`src/rtl/ps2_host_tx.sv`:
```
// PS/2 host-to-device transmitter: inhibit, request-to-send, clocked-out
// frame, device ack check and bus release, with a watchdog on device clocking.
module ps2_host_tx #(
    parameter int INHIBIT_CYCLES = 5000,
    parameter int TIMEOUT_CYCLES = 750000
) (
    input  logic       CLK50MHZ,
    input  logic       RST,
    input  logic [7:0] cmd,
    input  logic       send,
    output logic       busy,
    output logic       done,
    output logic       error,
    input  logic       ps2_clk,
    input  logic       ps2_data,
    output logic       ps2_clk_oe,
    output logic       ps2_data_oe
);

    localparam int INH_W = $clog2(INHIBIT_CYCLES) + 1;
    localparam int TMO_W = $clog2(TIMEOUT_CYCLES) + 1;
    localparam logic [INH_W-1:0] INH_LAST = INH_W'(INHIBIT_CYCLES - 1);
    localparam logic [TMO_W-1:0] TMO_LAST = TMO_W'(TIMEOUT_CYCLES - 1);

    typedef enum logic [2:0] {
        S_IDLE,
        S_INHIBIT,
        S_REQ,
        S_SEND,
        S_ACK,
        S_RELEASE
    } state_t;

    state_t state_q, state_d;

    logic clk_m_q, clk_m_d;
    logic clk_s_q, clk_s_d;
    logic clk_p_q, clk_p_d;
    logic dat_m_q, dat_m_d;
    logic dat_s_q, dat_s_d;

    logic [9:0]       frame_q, frame_d;
    logic [3:0]       bit_q, bit_d;
    logic [INH_W-1:0] inh_q, inh_d;
    logic [TMO_W-1:0] tmo_q, tmo_d;

    logic clk_oe_q, clk_oe_d;
    logic data_oe_q, data_oe_d;
    logic done_q, done_d;
    logic error_q, error_d;

    logic neg;
    logic active;
    logic tmo_hit;
    logic ack_bad;
    logic rel_ok;
    logic tmo_err;

    assign neg     = clk_p_q & ~clk_s_q;
    assign active  = (state_q == S_SEND) || (state_q == S_ACK) ||
                     (state_q == S_RELEASE);
    assign tmo_hit = (tmo_q == TMO_LAST);
    assign ack_bad = (state_q == S_ACK) && neg && dat_s_q;
    assign rel_ok  = (state_q == S_RELEASE) && clk_s_q && dat_s_q;
    // A device edge restarts the watchdog, so it wins over an expiry.
    assign tmo_err = active && tmo_hit && !neg && !rel_ok;

    assign busy        = (state_q != S_IDLE);
    assign done        = done_q;
    assign error       = error_q;
    assign ps2_clk_oe  = clk_oe_q;
    assign ps2_data_oe = data_oe_q;

    always_ff @(posedge CLK50MHZ or negedge RST) begin
        if (!RST) begin
            state_q <= S_IDLE;
        end else begin
            state_q <= state_d;
        end
    end

    always_comb begin
        state_d = state_q;
        unique case (state_q)
            S_IDLE: begin
                if (send) state_d = S_INHIBIT;
            end
            S_INHIBIT: begin
                if (inh_q == INH_LAST) state_d = S_REQ;
            end
            S_REQ: begin
                state_d = S_SEND;
            end
            S_SEND: begin
                if (neg && bit_q == 4'd9) state_d = S_ACK;
                else if (tmo_err)         state_d = S_IDLE;
            end
            S_ACK: begin
                if (neg)          state_d = dat_s_q ? S_IDLE : S_RELEASE;
                else if (tmo_err) state_d = S_IDLE;
            end
            S_RELEASE: begin
                if (rel_ok || tmo_err) state_d = S_IDLE;
            end
            default: state_d = S_IDLE;
        endcase
    end

    always_comb begin
        clk_oe_d  = 1'b0;
        data_oe_d = 1'b0;
        done_d    = rel_ok;
        error_d   = ack_bad | tmo_err;
        unique case (state_d)
            S_INHIBIT: begin
                clk_oe_d = 1'b1;
            end
            S_REQ: begin
                clk_oe_d  = 1'b1;
                data_oe_d = 1'b1;
            end
            S_SEND: begin
                if (state_q == S_SEND && neg) data_oe_d = ~frame_q[bit_q];
                else                          data_oe_d = data_oe_q;
            end
            default: begin
                clk_oe_d  = 1'b0;
                data_oe_d = 1'b0;
            end
        endcase
    end

    always_comb begin
        clk_m_d = ps2_clk;
        clk_s_d = clk_m_q;
        clk_p_d = clk_s_q;
        dat_m_d = ps2_data;
        dat_s_d = dat_m_q;
    end

    always_comb begin
        frame_d = frame_q;
        if (state_q == S_IDLE && send) frame_d = {1'b1, ~^cmd, cmd};

        bit_d = '0;
        if (state_q == S_SEND) begin
            bit_d = bit_q;
            if (neg && bit_q != 4'd9) bit_d = bit_q + 4'd1;
        end

        inh_d = '0;
        if (state_q == S_INHIBIT && inh_q != INH_LAST) begin
            inh_d = inh_q + INH_W'(1);
        end

        // Cleared outside the clocked phases, which covers SEND entry.
        tmo_d = '0;
        if (active && !neg) begin
            tmo_d = tmo_hit ? tmo_q : tmo_q + TMO_W'(1);
        end
    end

    always_ff @(posedge CLK50MHZ or negedge RST) begin
        if (!RST) begin
            clk_m_q   <= 1'b1;
            clk_s_q   <= 1'b1;
            clk_p_q   <= 1'b1;
            dat_m_q   <= 1'b1;
            dat_s_q   <= 1'b1;
            frame_q   <= '0;
            bit_q     <= '0;
            inh_q     <= '0;
            tmo_q     <= '0;
            clk_oe_q  <= 1'b0;
            data_oe_q <= 1'b0;
            done_q    <= 1'b0;
            error_q   <= 1'b0;
        end else begin
            clk_m_q   <= clk_m_d;
            clk_s_q   <= clk_s_d;
            clk_p_q   <= clk_p_d;
            dat_m_q   <= dat_m_d;
            dat_s_q   <= dat_s_d;
            frame_q   <= frame_d;
            bit_q     <= bit_d;
            inh_q     <= inh_d;
            tmo_q     <= tmo_d;
            clk_oe_q  <= clk_oe_d;
            data_oe_q <= data_oe_d;
            done_q    <= done_d;
            error_q   <= error_d;
        end
    end

endmodule

```
`config.mk`:
```
export PLATFORM = sky130hd
export DESIGN_NAME = ps2_host_tx
export DESIGN_NICKNAME = d
export VERILOG_FILES = /design/src/rtl/ps2_host_tx.sv
export SDC_FILE = /design/constraint.sdc
export NUM_CORES = 1
export LEC_CHECK = 0
export ABC_AREA = 1
export BUFFER_PORTS_ARGS = -buffer_cell sky130_fd_sc_hd__buf_2
export CAP_MARGIN = 40
export CORE_UTILIZATION = 60
export CTS_CLUSTER_DIAMETER = 150
export CTS_CLUSTER_SIZE = 10
export DETAILED_ROUTE_END_ITERATION = 8
export GPL_TIMING_DRIVEN = 1
export PLACE_DENSITY = 0.89
export SLEW_MARGIN = 20
export SYNTH_ARGS = -nofsm -noshare
export SYNTH_HDL_FRONTEND = slang
export SYNTH_SLANG_ARGS = --single-unit
```
`constraint.sdc`:
```
create_clock -name CLK50MHZ -period 5 [get_ports CLK50MHZ]
set_clock_uncertainty 0.2 [all_clocks]
set_input_delay 0.75 -clock CLK50MHZ [delete_from_list [all_inputs] [get_ports CLK50MHZ]]
set_output_delay 0.75 -clock CLK50MHZ [all_outputs]
set_load 0.005 [all_outputs]
```
==> results of run 1 <==
worst paths after layout:
path	depth (start not counted)	end
worst min-delay path	0	dat_s_q
worst max register to register	10	ps2_data_oe
worst max-delay path	10	ps2_data_oe
worst min register to register	0	dat_s_q
min in group asynchronous	2	inh_q[5]
max in group asynchronous	2	tmo_q[12]
kinds of logic after synthesis:
| logic type | after synthesis | share of synthesized area |
|---|---|---|
| AND/OR/NAND/NOR | 196 | 0.272 |
| XOR/XNOR | 12 | 0.0334 |
| flip-flops | 61 | 0.487 |
| buffers and inverters | 68 | 0.0819 |
| AO/OA/AOI/OAI | 64 | 0.110 |
| adder cells (fa/ha/maj) | 4 | 0.0159 |
Yosys cell counts, types with 6 or more instances:
library cell and instances:
nand4_1 8, xnor2_1 6, nor3_1 15, o21ai_0 28, nor2_2 7, inv_1 66
nand2_1 80, nor2_1 56, xor2_1 6, nand3_1 20, a21oi_1 26, dfrtp_1 56
sequential cells by signal, indices dropped and copies added, names as in the netlist, 3 cells and up:
register  count
bit_q         4
tmo_q        21
frame_q      10
state_q       3
inh_q        14
layer usage:
| layer | track usage | share of wire | vias to the layer above | wire (um) |
|---|---|---|---|---|
| met1 | 0.295 | 0.43 | 1227 | 2670 |
| met5 | 0 | 0 | - | 0 |
| li1 | - | - | 1356 | - |
| met3 | 0.0813 | 0.055 | 13 | 345 |
| met2 | 0.449 | 0.49 | 74 | 3080 |
| met4 | 0.134 | 0.022 | 0 | 139 |
worst register-to-register path, stage by stage (launching register included):
cell and delay (ns):
dfstp_2 0.54, inv_1 0.07, nand2_4 0.09, o21ai_0 0.10, nor2_2 0.46, nand3_1 0.26
nand2_1 0.12, nand3_1 0.06, nor2_1 0.14, nor2_1 0.06, nor2_1 0.08
cell type report:
class / instances / area (um^2)
clock buffer: 14 / 173
clock inverter: 1 / 5.00
fill: 384 / 1390
inverter: 66 / 248
multi-input combinational: 276 / 1360
sequential: 61 / 1530
tap: 67 / 83.8
timing repair buffer: 18 / 92.6
power breakdown:
part / internal (mW) / switching (mW) / leakage (nW) / total, mW
sequential: 0.504 / 0.00403 / 0.785 / 0.508
clock: 0.217 / 0.173 / 0.0926 / 0.390
combinational: 0.0150 / 0.0246 / 0.758 / 0.0396
==> results.yml, run 1 <==
critical_path:
  rr_startpoint: "clk_p_d"
  path_cells: "inv_1 > nand2_4 > o21ai_0 > nor2_2 > nand3_1 > nand2_1 > nand3_1 > nor2_1 > nor2_1 > nor2_1"
  critPathBufInv: 1
  critPathSlowestCell: "dfstp_2"
  path_max_fanout: 16
  rrSetupSlack_ns: 2.75
  cp-startpoint: "clk_p_d"
  cp_common_cell: "nor2_1"
  end_kind: "register"
  arrival_ns: 2.33
  critPathKind: "register to register"
  critical-path-top-delay-family: "simple AND/OR/NAND/NOR gates"
  slowest_delay_ns: 0.54
  setup.worst_path.start_class: "register"
  crit_required_ns: 5.08
die:
  fp.dieH_um: 74.4
  start_util: 0.645
  die-area_um2: 5540
  boundaryPins: 18
  core-area_um2: 4880
  rows: 25
  die_x_um: 74.4
sta:
  rsz0062_at_grt: "false"
  report.final.hold_viol_count: 0
  tightestPinTransition_ns: 0.733
  fmax_mhz: 444
  setup_viol: 0
  slew_violations: 0
  relSlewSlack: 0.511
  layout_setup_ws_ns: 2.75
  timing.final.crit_period_ns: 2.25
  tns_ns: 0
  timing.final.crit_share: 0.450
  hold_slack_ns: 0.153
detailed_routing:
  wire_per_inst_um: 12.4
  drt_iter0_markers: 164
  finalWirelength_um: 6240
  viasPerCell: 5.31
  ant_nets: 0
  drcViolationCount: 0
  via_count: 2670
  firstDrtPassIters: 4
finish:
  drive_above_1_share: 0.115
  fin_util: 0.715
  stdcell_count: 503
  final_area_um2: 3490
  layout_common_cells: "nand2_1, inv_1, nor2_1, dfrtp_1, o21ai_0"
  layout_commonest_cell: "nand2_1"
  nets: 449
  diodes: 0
  area_growth_pct: 10.9
cts:
  post_cts_buffers: 0
  cts_resized: 0
  htree_levels: 3
  path_clk_slew_ns: 0.06
  cts_tree: "done"
  cts_num_sinks: 61
  clock_path_buffers: 2
  cts_root_buffer: "clkbuf_8"
  clk-insertion-delay-late_ns: 0.35
  cts_hold_buffers: 0
  cts_made_buffers: 9
run:
  drv_cap: 0
power_and_ir_drop:
  p_total_mw: 0.937
  leakagePower_nw: 1.64
  cellPowerDensity_nw_per_um2: 268
  vdd_drop_max_uv: 275
placement:
  dp_slack_ns: 2.78
  place_area_um2: 3310
  hpwl_um: 4450
  portBuffers: 17
  dp_cells: 488
  gp_congestion: 0.906
synthesis:
  synthTopCellsByArea: "dfrtp_1, nand2_1, inv_1"
  synthCells: 405
  synth_top_area_share: 0.445
  ys_ff_latch: 61
  syn-num-nets: 422
  syn_area_per_cell_um2: 7.77
  ys.flop_type: "dfrtp_1"
  synth_area_um2: 3150
  yosysWarningCount: 0
  synth_cell_types: 29
  synth-edff-count: 0
  seq_area_frac_synth: 0.487
  yosysTopAreaCell: "dfrtp_1"
  synth_async_sr_flop_share: 1.00
worst_hold_path:
  holdCritStartpoint: "dat_m_q"
  hold_class: "register to register"
global_route:
  grt_max_degree: 62
  antenna_found_initial: 0
  grt_pass1_wl_um: 10700
  grt_pass1_vias: 2578
  track_usage: 0.263
  overflow: 0
status:
  status: "complete, no violations"
(Power assumes the default switching activity.)
==> inputs of run 2 (changes only) <==
Settings changed: ABC_AREA 1 to 0.
Clock period 5 ns to 2.25 ns, I/O delays scaled along.
==> run 2 against run 1 <==
  * Sequential share of layout area increased by 0.74 points
  * Critical endpoint is now error
  * Critical path type unchanged
  * Die area decreased by 3.0%
  * Cell area is 1.6% lower
  * Area after synthesis down 3.1%
  * Largest power group unchanged
  * Power is 120% higher
==> results.yml, run 2 <==
status:
  status: "complete, no violations"
worst_hold_path:
  hold_class: "input pin to register"
  holdCritStartpoint: "cmd[6]"
sta:
  report.final.hold_viol_count: 0
  slew_violations: 0
  tns_ns: 0
  timing.final.crit_period_ns: 2.04
  tightestPinTransition_ns: 0.506
  rsz0062_at_grt: "false"
  layout_setup_ws_ns: 0.205
  fmax_mhz: 489
  setup_viol: 0
  timing.final.crit_share: 0.909
  relSlewSlack: 0.663
cts:
  htree_levels: 3
  path_clk_slew_ns: 0.06
  clk-insertion-delay-late_ns: 0.34
  cts_made_buffers: 9
  cts_tree: "done"
  post_cts_buffers: 0
  cts_root_buffer: "clkbuf_8"
  cts_num_sinks: 61
  clock_path_buffers: 2
placement:
  portBuffers: 17
  gp_congestion: 0.825
  dp_slack_ns: 0.214
  hpwl_um: 3900
synthesis:
  synth_top_area_share: 0.459
  synthCells: 285
  yosysTopAreaCell: "dfrtp_1"
  ys_top_cells_by_count: "dfrtp_1, nor2_1, xnor2_1"
  synth-edff-count: 0
  yosysWarningCount: 0
  synth_async_sr_flop_share: 1.00
  synthTopCellsByArea: "dfrtp_1, xnor2_1, nor2_1"
  ys_ff_latch: 61
  syn_area_per_cell_um2: 10.7
  syn-num-nets: 302
  seq_area_frac_synth: 0.502
  ys.flop_type: "dfrtp_1"
  synth_cell_types: 52
  synth_area_um2: 3050
  yosysMostFrequentCell: "dfrtp_1"
die:
  boundaryPins: 18
  core-area_um2: 4820
  rows: 25
  die-area_um2: 5370
  start_util: 0.633
  fp.dieH_um: 73.3
  die_x_um: 73.3
power_and_ir_drop:
  vdd_drop_max_uv: 544
  cellPowerDensity_nw_per_um2: 595
  leakagePower_nw: 1.44
global_route:
  antenna_found_initial: 0
  grt_pass1_wl_um: 9670
  overflow: 0
  grt_max_degree: 27
  track_usage: 0.244
  use_met1: 0.341
  grt_use_met3: 0.0576
  busiest_layer: "met2"
  grt_pass1_vias: 2064
  use_met2: 0.353
finish:
  multiInputGateArea_um2: 1460
  layout_common_cells: "dfrtp_1, nor2_1, xnor2_1"
  diodes: 0
  area_growth_pct: 12.6
  layout_commonest_cell: "dfrtp_1"
  drive_above_1_share: 0.201
  biggestRegsByFlops: "tmo_q: 21 flops, inh_q: 14 flops, frame_q: 10 flops"
  regMostFlops: "tmo_q"
  nets: 331
  largest_reg_flops: 21
  fillers: 356
  ff_latch_area_um2: 1530
detailed_routing:
  ant_nets: 0
  viasPerCell: 5.70
  via_count: 2199
  drcViolationCount: 0
  finalWirelength_um: 5500
  firstDrtPassIters: 4
  wire_per_inst_um: 14.2
  drt_iter0_markers: 150
critical_path:
  setup.worst_path.start_class: "register"
  cp-startpoint: "tmo_q[1]"
  path_max_fanout: 7
  arrival_ns: 2.08
  crit_required_ns: 2.28
  critPathKind: "register to register"
  end_kind: "register"
  rr_startpoint: "tmo_q[1]"
run:
  drv_cap: 0
## run 2: cell count changes in the layout (fill, tap and decap cells not counted), moves of 6 or more
cell,change
nand2_1,-63
inv_1,-60
o21ai_0,-19
nor2_1,-18
a21oi_1,-17
xnor2_1,+16
nand3_1,-13
mux2_2,+9
nor3_1,-8
xor2_1,+8
nor2_2,-7
and3_1,+6
or3_1,+6
## run 2: final timing paths
check                                  end  slack, ns  cells past startpoint
worst max-delay path                 error       0.21                      5
worst min-delay path            frame_q[6]       0.06                      2
worst max register to register       error       0.21                      5
worst min register to register     dat_s_q       0.15                      0
max in group asynchronous          clk_m_q       0.89                      3
min in group asynchronous         inh_q[8]       0.30                      2
## run 2: layer usage
layer / wire (um) / vias to the layer above
li1: - / 1070
met1: 2620 / 1072
met2: 2560 / 45
met3: 210 / 12
met4: 113 / 0
met5: 0 / -
## run 2: power by group
part	total, mW	internal [mW]	leakage (nW)	switching [mW]
Clock	0.820	0.427	0.0844	0.393
Sequential	1.13	1.12	0.798	0.00996
Combinational	0.0936	0.0466	0.556	0.0469
Total	2.04	1.59	1.44	0.450
## run 2: critical path, cell delays in order, from the launching register on
cell	delay, ns
dfrtp_1	0.40
ha_1	0.20
and3_1	0.23
nand4_1	0.21
or2_1	0.40
o32ai_2	0.31
## run 2: cells by family (layout without fill, tap and decap cells)
logic type / Yosys count / after routing / synth area share
and+or+nand+nor: 121 / 121 / 0.229
DFF: 61 / 61 / 0.502
xor gates and xnor gates: 36 / 36 / 0.103
AOI/OAI and AO/OA: 35 / 35 / 0.0718
muxes: 14 / 14 / 0.0578
buffers and inverters: 14 / 48 / 0.0193
adders and majority gates: 4 / 4 / 0.0164
## run 2: through the flow
step	cell area (um^2)	hold slack (ns)	std cells	util	total power, mW
finish	3430	0.0597	386	0.713	2.04
global route	3430	0.0566	386	0.713	2.12
CTS	3430	0.0402	386	0.713	2.06
detailed placement	3240	0.132	367	0.673	1.24
global placement	3240	0.125	367	0.673	1.23
floorplan	3050	-0.158	285	-	1.19
## run 2: cell type report
type | count | share of cell area
clock inverter | 2 | 0.00292
multi-input combinational | 210 | 0.425
sequential | 61 | 0.446
timing repair buffer | 26 | 0.0503
inverter | 6 | 0.00656
clock buffer | 14 | 0.0445
tap | 67 | 0.0244
## run 2: timing repair
item	in CTS	in global routing
hold buffers	3	0
hold endpoints to repair	22	0
gates resized for setup	0	0
==> inputs of run 3 (changes only) <==
Settings changed: CTS_BUF_LIST set to sky130_fd_sc_hd__clkbuf_8.
==> run 3 against run 2 <==
  * First-iteration DRC count unchanged
  * Critical path depth unchanged
  * Combinational power about the same
  * Clock-buffer cell count down 4
  * Non-clock buffer count unchanged
  * Final cell count unchanged
  * Critical path type unchanged
==> results.yml, run 3 (synthesis results as in run 2) <==
status:
  status: "complete, no violations"
sta:
  report.final.hold_viol_count: 0
  rsz0062_at_grt: "false"
  tns_ns: 0
  hold_slack_ns: 0.0594
  tightestPinTransition_ns: 0.506
  fmax_mhz: 489
  relSlewSlack: 0.663
  timing.final.crit_share: 0.908
  slew_violations: 0
  setup_viol: 0
  timing.final.crit_period_ns: 2.04
worst_hold_path:
  whs_path_depth: 2
  holdCritStartpoint: "cmd[6]"
  hold_class: "input pin to register"
  hold_end: "frame_q[6]"
critical_path:
  path_max_fanout: 7
  setup.worst_path.start_class: "register"
  end_kind: "register"
  crit_required_ns: 2.29
  arrival_ns: 2.08
  critPathKind: "register to register"
  rrSetupSlack_ns: 0.21
  r2r_cells: 5
  critPathSlowestCell: "dfrtp_1"
  critPathBufInv: 0
  critical-path-top-delay-family: "simple AND/OR/NAND/NOR gates"
  r2r_end: "error"
  slowest_delay_ns: 0.40
  rr_startpoint: "tmo_q[1]"
  path_depth: 5
  path_cells: "ha_1 > and3_1 > nand4_1 > or2_1 > o32ai_2"
  cp-startpoint: "tmo_q[1]"
power_and_ir_drop:
  power.internal_mw: 1.57
  cellPowerDensity_nw_per_um2: 589
  leakagePower_nw: 1.45
  power.share.switching: 0.222
  seqPwrFrac: 0.557
  vdd_drop_max_uv: 531
  clock_power_share: 0.396
  switchingPower_mw: 0.450
  p_total_mw: 2.02
  combPwrFrac: 0.046
detailed_routing:
  ant_nets: 0
  drcViolationCount: 0
  finalWirelength_um: 5500
  via_count: 2182
  firstDrtPassIters: 4
  viasPerCell: 5.65
  wire_per_inst_um: 14.2
  drt_iter0_markers: 150
global_route:
  track_usage: 0.244
  grt_pass1_wl_um: 9670
  grt_pass1_vias: 2064
  grt_max_degree: 27
  antenna_found_initial: 0
  overflow: 0
cts:
  clock_path_buffers: 2
  clk-insertion-delay-late_ns: 0.34
  cts_resized: 0
  cts_root_buffer: "clkbuf_8"
  post_cts_buffers: 0
  htree_levels: 3
  cts_tree: "done"
  cts_made_buffers: 9
  cts_num_sinks: 61
  path_clk_slew_ns: 0.06
run:
  drv_cap: 0
placement:
  gp_congestion: 0.825
  hpwl_um: 3900
  portBuffers: 17
  place_area_um2: 3240
finish:
  regMostFlops: "tmo_q"
  layout_commonest_cell: "dfrtp_1"
  fillers: 356
  biggestRegsByFlops: "tmo_q: 21 flops, inh_q: 14 flops, frame_q: 10 flops"
  drive_above_1_share: 0.201
  diodes: 0
  largest_reg_flops: 21
  final_area_um2: 3430
  layout_common_cells: "dfrtp_1, nor2_1, xnor2_1"
  area_growth_pct: 12.6
  nets: 331
die:
  start_util: 0.633
  die-area_um2: 5370
  die_x_um: 73.3
  core-area_um2: 4820
  rows: 25
  fp.dieH_um: 73.3
  boundaryPins: 18
[run 3: cell types whose count changed in the layout (fill, tap and decap cells not counted)]
cell,delta
clkbuf_1,-4
inv_1,+4
[run 3: worst max-delay path by stage]
stage             endpoint
3_3_place_gp         error
5_1_grt        ps2_data_oe
2_1_floorplan  ps2_data_oe
6_report             error
4_1_cts              error
3_5_place_dp   ps2_data_oe
[run 3: metal layers]
metal / up-vias / wire length, um / track usage
li1: 1071 / - / -
met1: 1058 / 2620 / 0.341
met2: 43 / 2550 / 0.353
met3: 10 / 219 / 0.0576
met4: 0 / 111 / 0.135
met5: - / 0 / 0
[run 3: final cells by class]
type	instances	area, um^2	share of cell area
sequential	61	1530	0.446
clock buffer	10	138	0.0401
timing repair buffer	26	173	0.0503
tap	67	83.8	0.0244
clock inverter	6	25.0	0.00729
multi-input combinational	210	1460	0.425
inverter	6	22.5	0.00656
[run 3: per-stage QoR]
stage                     setup WS, ns  cells   util
after detailed placement         0.214    367  0.673
after floorplan                  0.456    285      -
final                            0.206    386  0.713
after global routing            0.0591    386  0.713
after CTS                        0.203    386  0.713
after global placement           0.290    367  0.673
[run 3: power groups by stage]
stage                     clock network [mW]  registers (mW)  logic [mW]
after floorplan                            0            1.14      0.0445
after global placement                     0            1.15      0.0881
after detailed placement                   0            1.15      0.0913
after CTS                              0.820            1.13      0.0961
after global routing                   0.866            1.13       0.106
final                                  0.802            1.13      0.0935
[run 3: worst reg2reg max path, delay by kind of cell (launching register included)]
kind / cells / cell delay [ns]
adder cells (fa/ha/maj): 1 / 0.20
AO/OA/AOI/OAI: 1 / 0.31
flip-flops: 1 / 0.40
AND/OR/NAND/NOR: 3 / 0.84
[run 3: what timing repair did]
action | 4_1_cts | 5_1_grt
hold buffers | 3 | 0
endpoints found under the hold margin | 22 | 0
endpoints found under the setup margin | 0 | 0
